==> src/rtl/subtrator_serial_pkg.sv <==
// Shared definitions for the bit-serial subtractor: FSM states, default width
// and the bit-counter width helper.
package subtrator_serial_pkg;

  typedef enum logic [1:0] {
    OCIOSO = 2'd0,
    CALC   = 2'd1,
    FIM    = 2'd2
  } estado_t;

  localparam int WIDTH_PADRAO = 4;

  function automatic int cnt_w(input int w);
    return (w < 2) ? 1 : $clog2(w);
  endfunction

endpackage

==> src/rtl/subtrator_serial_if.sv <==
// Start/done handshake and operand/result bus of the serial subtractor.
interface subtrator_serial_if
  import subtrator_serial_pkg::*;
#(
  parameter int WIDTH = WIDTH_PADRAO
);
  logic             inicio;
  logic [WIDTH-1:0] numa;
  logic [WIDTH-1:0] numb;
  logic [WIDTH-1:0] diferenca;
  logic             emprestimo;
  logic             overflow;
  logic             ocupado;
  logic             pronto;

  modport master (
    output inicio, numa, numb,
    input  diferenca, emprestimo, overflow, ocupado, pronto
  );

  modport slave (
    input  inicio, numa, numb,
    output diferenca, emprestimo, overflow, ocupado, pronto
  );
endinterface

==> src/rtl/subtrator_serial_somadorcompleto.sv <==
// One-bit full adder cell, shared with the ripple-carry adder.
module somadorcompleto (
  input  logic i_a,
  input  logic i_b,
  input  logic i_ci,
  output logic o_s,
  output logic o_co
);
  assign o_s  = i_a ^ i_b ^ i_ci;
  assign o_co = (i_a & i_b) | (i_ci & (i_a ^ i_b));
endmodule

==> src/rtl/subtrator_serial.sv <==
// Bit-serial subtractor: numa - numb, LSB first, one full-adder evaluation per
// clock, using numa + ~numb + 1.
module subtrator_serial
  import subtrator_serial_pkg::*;
#(
  parameter int WIDTH = WIDTH_PADRAO
) (
  input logic              clk,
  input logic              rst,
  subtrator_serial_if.slave bus
);
  localparam int            CW     = cnt_w(WIDTH);
  localparam logic [CW-1:0] ULTIMO = CW'(WIDTH - 1);

  estado_t          r_estado, w_prox;
  logic [WIDTH-1:0] r_a, r_b, r_parcial, r_dif;
  logic             r_carry, r_emp, r_ovf;
  logic [CW-1:0]    r_cnt;
  logic             w_soma, w_co, w_ultimo;

  somadorcompleto u_fa (
    .i_a  (r_a[0]),
    .i_b  (~r_b[0]),
    .i_ci (r_carry),
    .o_s  (w_soma),
    .o_co (w_co)
  );

  assign w_ultimo = (r_cnt == ULTIMO);

  always_ff @(posedge clk or posedge rst) begin
    if (rst) r_estado <= OCIOSO;
    else     r_estado <= w_prox;
  end

  always_comb begin
    w_prox = r_estado;
    case (r_estado)
      OCIOSO:  if (bus.inicio) w_prox = CALC;
      CALC:    if (w_ultimo)   w_prox = FIM;
      FIM:     w_prox = OCIOSO;
      default: w_prox = OCIOSO;
    endcase
  end

  always_ff @(posedge clk or posedge rst) begin
    if (rst) begin
      r_a       <= '0;
      r_b       <= '0;
      r_parcial <= '0;
      r_dif     <= '0;
      r_carry   <= 1'b0;
      r_emp     <= 1'b0;
      r_ovf     <= 1'b0;
      r_cnt     <= '0;
    end else begin
      case (r_estado)
        OCIOSO: if (bus.inicio) begin
          r_a     <= bus.numa;
          r_b     <= bus.numb;
          r_carry <= 1'b1;
          r_cnt   <= '0;
        end
        CALC: begin
          r_parcial <= {w_soma, r_parcial[WIDTH-1:1]};
          r_a       <= r_a >> 1;
          r_b       <= r_b >> 1;
          r_carry   <= w_co;
          r_cnt     <= r_cnt + 1'b1;
          // r_carry here is the carry into the MSB slice
          if (w_ultimo) begin
            r_dif <= {w_soma, r_parcial[WIDTH-1:1]};
            r_emp <= ~w_co;
            r_ovf <= r_carry ^ w_co;
          end
        end
        default: ;
      endcase
    end
  end

  assign bus.diferenca  = r_dif;
  assign bus.emprestimo = r_emp;
  assign bus.overflow   = r_ovf;
  assign bus.ocupado    = (r_estado != OCIOSO);
  assign bus.pronto     = (r_estado == FIM);
endmodule

==> src/flat_wrapper.sv <==
// flat-port wrapper written by rule: the top's interface ports become plain ports
module subtrator_serial_flat import subtrator_serial_pkg::*;
#(
  parameter int WIDTH = WIDTH_PADRAO
)
  (clk, rst, bus_inicio, bus_numa, bus_numb, bus_diferenca, bus_emprestimo, bus_overflow, bus_ocupado, bus_pronto);
  subtrator_serial_if #(.WIDTH(WIDTH)) bus_i ();
  input logic clk;
  input logic rst;
  input wire logic [$bits(bus_i.inicio)-1:0] bus_inicio;
  input wire logic [$bits(bus_i.numa)-1:0] bus_numa;
  input wire logic [$bits(bus_i.numb)-1:0] bus_numb;
  output wire logic [$bits(bus_i.diferenca)-1:0] bus_diferenca;
  output wire logic [$bits(bus_i.emprestimo)-1:0] bus_emprestimo;
  output wire logic [$bits(bus_i.overflow)-1:0] bus_overflow;
  output wire logic [$bits(bus_i.ocupado)-1:0] bus_ocupado;
  output wire logic [$bits(bus_i.pronto)-1:0] bus_pronto;
  assign bus_i.inicio = bus_inicio;
  assign bus_i.numa = bus_numa;
  assign bus_i.numb = bus_numb;
  assign bus_diferenca = bus_i.diferenca;
  assign bus_emprestimo = bus_i.emprestimo;
  assign bus_overflow = bus_i.overflow;
  assign bus_ocupado = bus_i.ocupado;
  assign bus_pronto = bus_i.pronto;
  subtrator_serial #(.WIDTH(WIDTH)) u_core (.clk(clk), .rst(rst), .bus(bus_i));
endmodule
==> config.mk <==
export PLATFORM = sky130hd
export DESIGN_NAME = subtrator_serial_flat
export DESIGN_NICKNAME = d
export VERILOG_FILES = /design/src/rtl/subtrator_serial_pkg.sv /design/src/rtl/subtrator_serial_if.sv /design/src/rtl/subtrator_serial_somadorcompleto.sv /design/src/rtl/subtrator_serial.sv /design/src/flat_wrapper.sv
export SDC_FILE = /design/constraint.sdc
export NUM_CORES = 1
export LEC_CHECK = 0
export CORE_MARGIN = 2
export CORE_UTILIZATION = 45
export CTS_CLUSTER_DIAMETER = 200
export DETAILED_ROUTE_END_ITERATION = 7
export PLACE_DENSITY_LB_ADDON = 0.08
export SETUP_SLACK_MARGIN = 0.05
export SLEW_MARGIN = 20
export SYNTH_ARGS = -nofsm -noshare
export SYNTH_HDL_FRONTEND = slang
export SYNTH_SLANG_ARGS = --single-unit
==> constraint.sdc <==
create_clock -name clk -period 1.3 [get_ports clk]
set_input_delay 0.26 -clock clk [delete_from_list [all_inputs] [get_ports clk]]
set_output_delay 0.26 -clock clk [all_outputs]
set_load 0.02 [all_outputs]
==> flow_summary.yaml <==
die:
  die_y_um: 52.2
  fp.dieW_um: 52.2
  core_mm2: 0.00221
  dieArea_mm2: 0.00272
  placementRows: 17
  initial_core_util_pct: 47.2
  ios: 19
pwr:
  p_per_area_mw_per_mm2: 2630
  ir_worst_vdd_uv: 1430
  p_leak_nw: 0.699
  power_w: 0.00385
sta:
  final.setup.tns_ns: -0.0994
  min_period_over_period_pct: 103
  drv_slew: 0
  tightest_slew_ns: 0.379
  hold_violations: 0
  slew_headroom_pct: 74.4
  fmax_mhz: 749
  setup_slack_ns: -0.0355
  period_minus_slack_ns: 1.34
  setup_violations: 4
  rsz0062_at_grt: "true"
  worst_hold_slack_ns: 0.268
  fin_skew_ns: 0.00362
critical_path:
  worstSetupPathType: "flop to output pin"
  startpoint_type: "flop"
  worstReg2RegStart: "u_core.r_estado[1]$_DFFE_PP0P_"
  crit_required_ns: 1.04
  critPathLaunch: "u_core.r_estado[1]$_DFFE_PP0P_"
  cp.arrival_ns: 1.08
  crit_path_end_kind: "output pin"
  cp_max_fo: 5
synthesis:
  synth.cell_area_mm2: 0.00104
  synth-main-ff-cell: "dfrtp_1"
  post-synth-top-count-cell: "dfrtp_1"
  ys_types: 32
  synth_area_leaders: "dfrtp_1 (53%), mux2_1 (8.6%), a221oi_2 (4.3%)"
  synthCells: 83
  ys_seq_area_share_pct: 52.7
  yosysTopAreaCellShare_pct: 52.7
  synth_warnings: 0
  synthTopCellsByCount: "dfrtp_1 (22), inv_1 (11), mux2_1 (8)"
  synth_area_per_cell_um2: 12.6
  synth_seq_cells: 22
  synth_nets: 96
  async_flop_share_pct: 100
  synth_edf_count: 0
  yosys.area.top_type: "dfrtp_1"
placed_design:
  dp_hpwl_um: 1410
  gp_congestion: 0.728
  place_ws_ns: -0.150
  numPortBuffers: 18
status:
  run_status: "finished with violations"
  failed_checks: "setup timing"
detailed_routing:
  wirelength_um: 1970
  antenna_left: 0
  dr.first_iter.drc_count: 8
  drc: 0
  vias: 744
  dr.pass1.iters: 4
  routedWlPerCell_um: 13.4
  detail_route.vias_per_cell: 5.06
flow_run:
  drv_cap: 0
final_layout:
  final_layout_size_suffix_gt1_share_pct: 46.2
  n_antenna_cell: 0
  fin_util_pct: 66.1
  syn2layout_area_growth_pct: 40.0
  finalNetCount: 133
clock_network:
  cts_hold_buf: 0
  cts_root_buffer: "clkbuf_4"
  clk_pin_slew_ns: 0.13
  cts_num_sinks: 22
  ctsLongestPathBuffers: 2
  cts_htree_levels: 1
  cts_buffers: 3
  tritoncts: "yes"
  clk_latency_ns: 0.31
global_route:
  grt_max_degree: 23
  grt_pass1_wl_um: 3240
  grt_pass1_vias: 713
  overflow: 0
  track_usage_pct: 16.5
  antenna_found_initial: 0
hold_path:
  hold_path_class: "input port to asynchronous set/reset pin"
## worst max-delay path, stage by stage, from the launching register on
cell     delay, ns
dfrtp_2       0.46
nor2_4        0.14
inv_2         0.05
buf_6         0.12
## worst paths after layout
kind,end,slack [ns],depth (start not counted)
worst max-delay path,bus_ocupado,-0.04,3
worst min-delay path,u_core.bus.overflow$_DFFE_PP0P_,0.27,3
worst max register to register,u_core.r_a[2]$_DFFE_PP0P_,-0.02,4
worst min register to register,u_core.r_parcial[1]$_DFFE_PP0P_,0.51,1
max in group asynchronous,u_core.r_estado[1]$_DFFE_PP0P_,0.79,3
min in group clk,u_core.r_parcial[1]$_DFFE_PP0P_,0.51,1
## stage by stage
stage	instance area, um2	cells
floorplan	1050	83
global placement	1360	141
detailed placement	1360	141
CTS	1480	146
global route	1460	147
finish	1460	147
## routing by layer
layer | share of wire [%] | vias to the layer above | GRT usage, %
met1 | 48 | 362 | 23.7
met2 | 48 | 15 | 25.7
met5 | 0 | - | 0
li1 | - | 365 | -
met3 | 2.9 | 2 | 2.57
met4 | 0.51 | 0 | 5.13
## report_power, final
part / internal (W) / switching [W]
Sequential: 0.00102 / 0.000206
Combinational: 0.00116 / 0.000928
Clock: 0.000311 / 0.000215
## layout by cell type, fill, tap and decap left out, types with 2 or more instances in the layout
cell and n:
nand2_1 2, inv_2 3, nor3b_1 2, a221oi_2 3, mux2_4 6, a211oi_2 2, mux2_1 2, nor2_1 3
inv_1 9, nor4b_1 4, buf_2 6, buf_6 4, clkbuf_4 3, dfrtp_1 20, clkdlybuf4s50_1 10, dfrtp_2 2
buf_4 17
## cell type report
type | instances | area (um2)
clock buffer | 3 | 22.5
clock inverter | 1 | 30.0
fill | 178 | 749
inverter | 12 | 45.0
multi-input combinational | 44 | 474
sequential | 22 | 553
tap | 28 | 35.0
timing repair buffer | 37 | 303
## kinds of logic (layout without fill, tap and decap cells)
family	after synthesis	count (layout)	synth area share [%]
flip-flops	22	22	52.7
AO/OA/AOI/OAI	12	12	11.4
adder cells (fa/ha/maj)	2	2	3.11
buffers and inverters	17	53	7.78
AND/OR/NAND/NOR	19	19	13.5
multiplexers	10	10	10.7
XOR/XNOR	1	1	0.838
## registers in the layout (all words and copies together), names as in the netlist
name / count
u_core.bus.diferenca: 4
u_core.r_a: 4
u_core.bus.emprestimo: 1
u_core.r_carry: 1
u_core.r_parcial: 3
u_core.r_cnt: 2
u_core.r_b: 4
u_core.r_estado: 2
u_core.bus.overflow: 1
## repair_timing
| item | in CTS | in global routing |
|---|---|---|
| endpoints found under the setup margin | 20 | 24 |
| gates resized for setup | 41 | 12 |
| pin swaps | 2 | 4 |
| cloned | 0 | 0 |
| setup buffers | 3 | 1 |
Note: power is estimated with default switching activity, not from simulation.
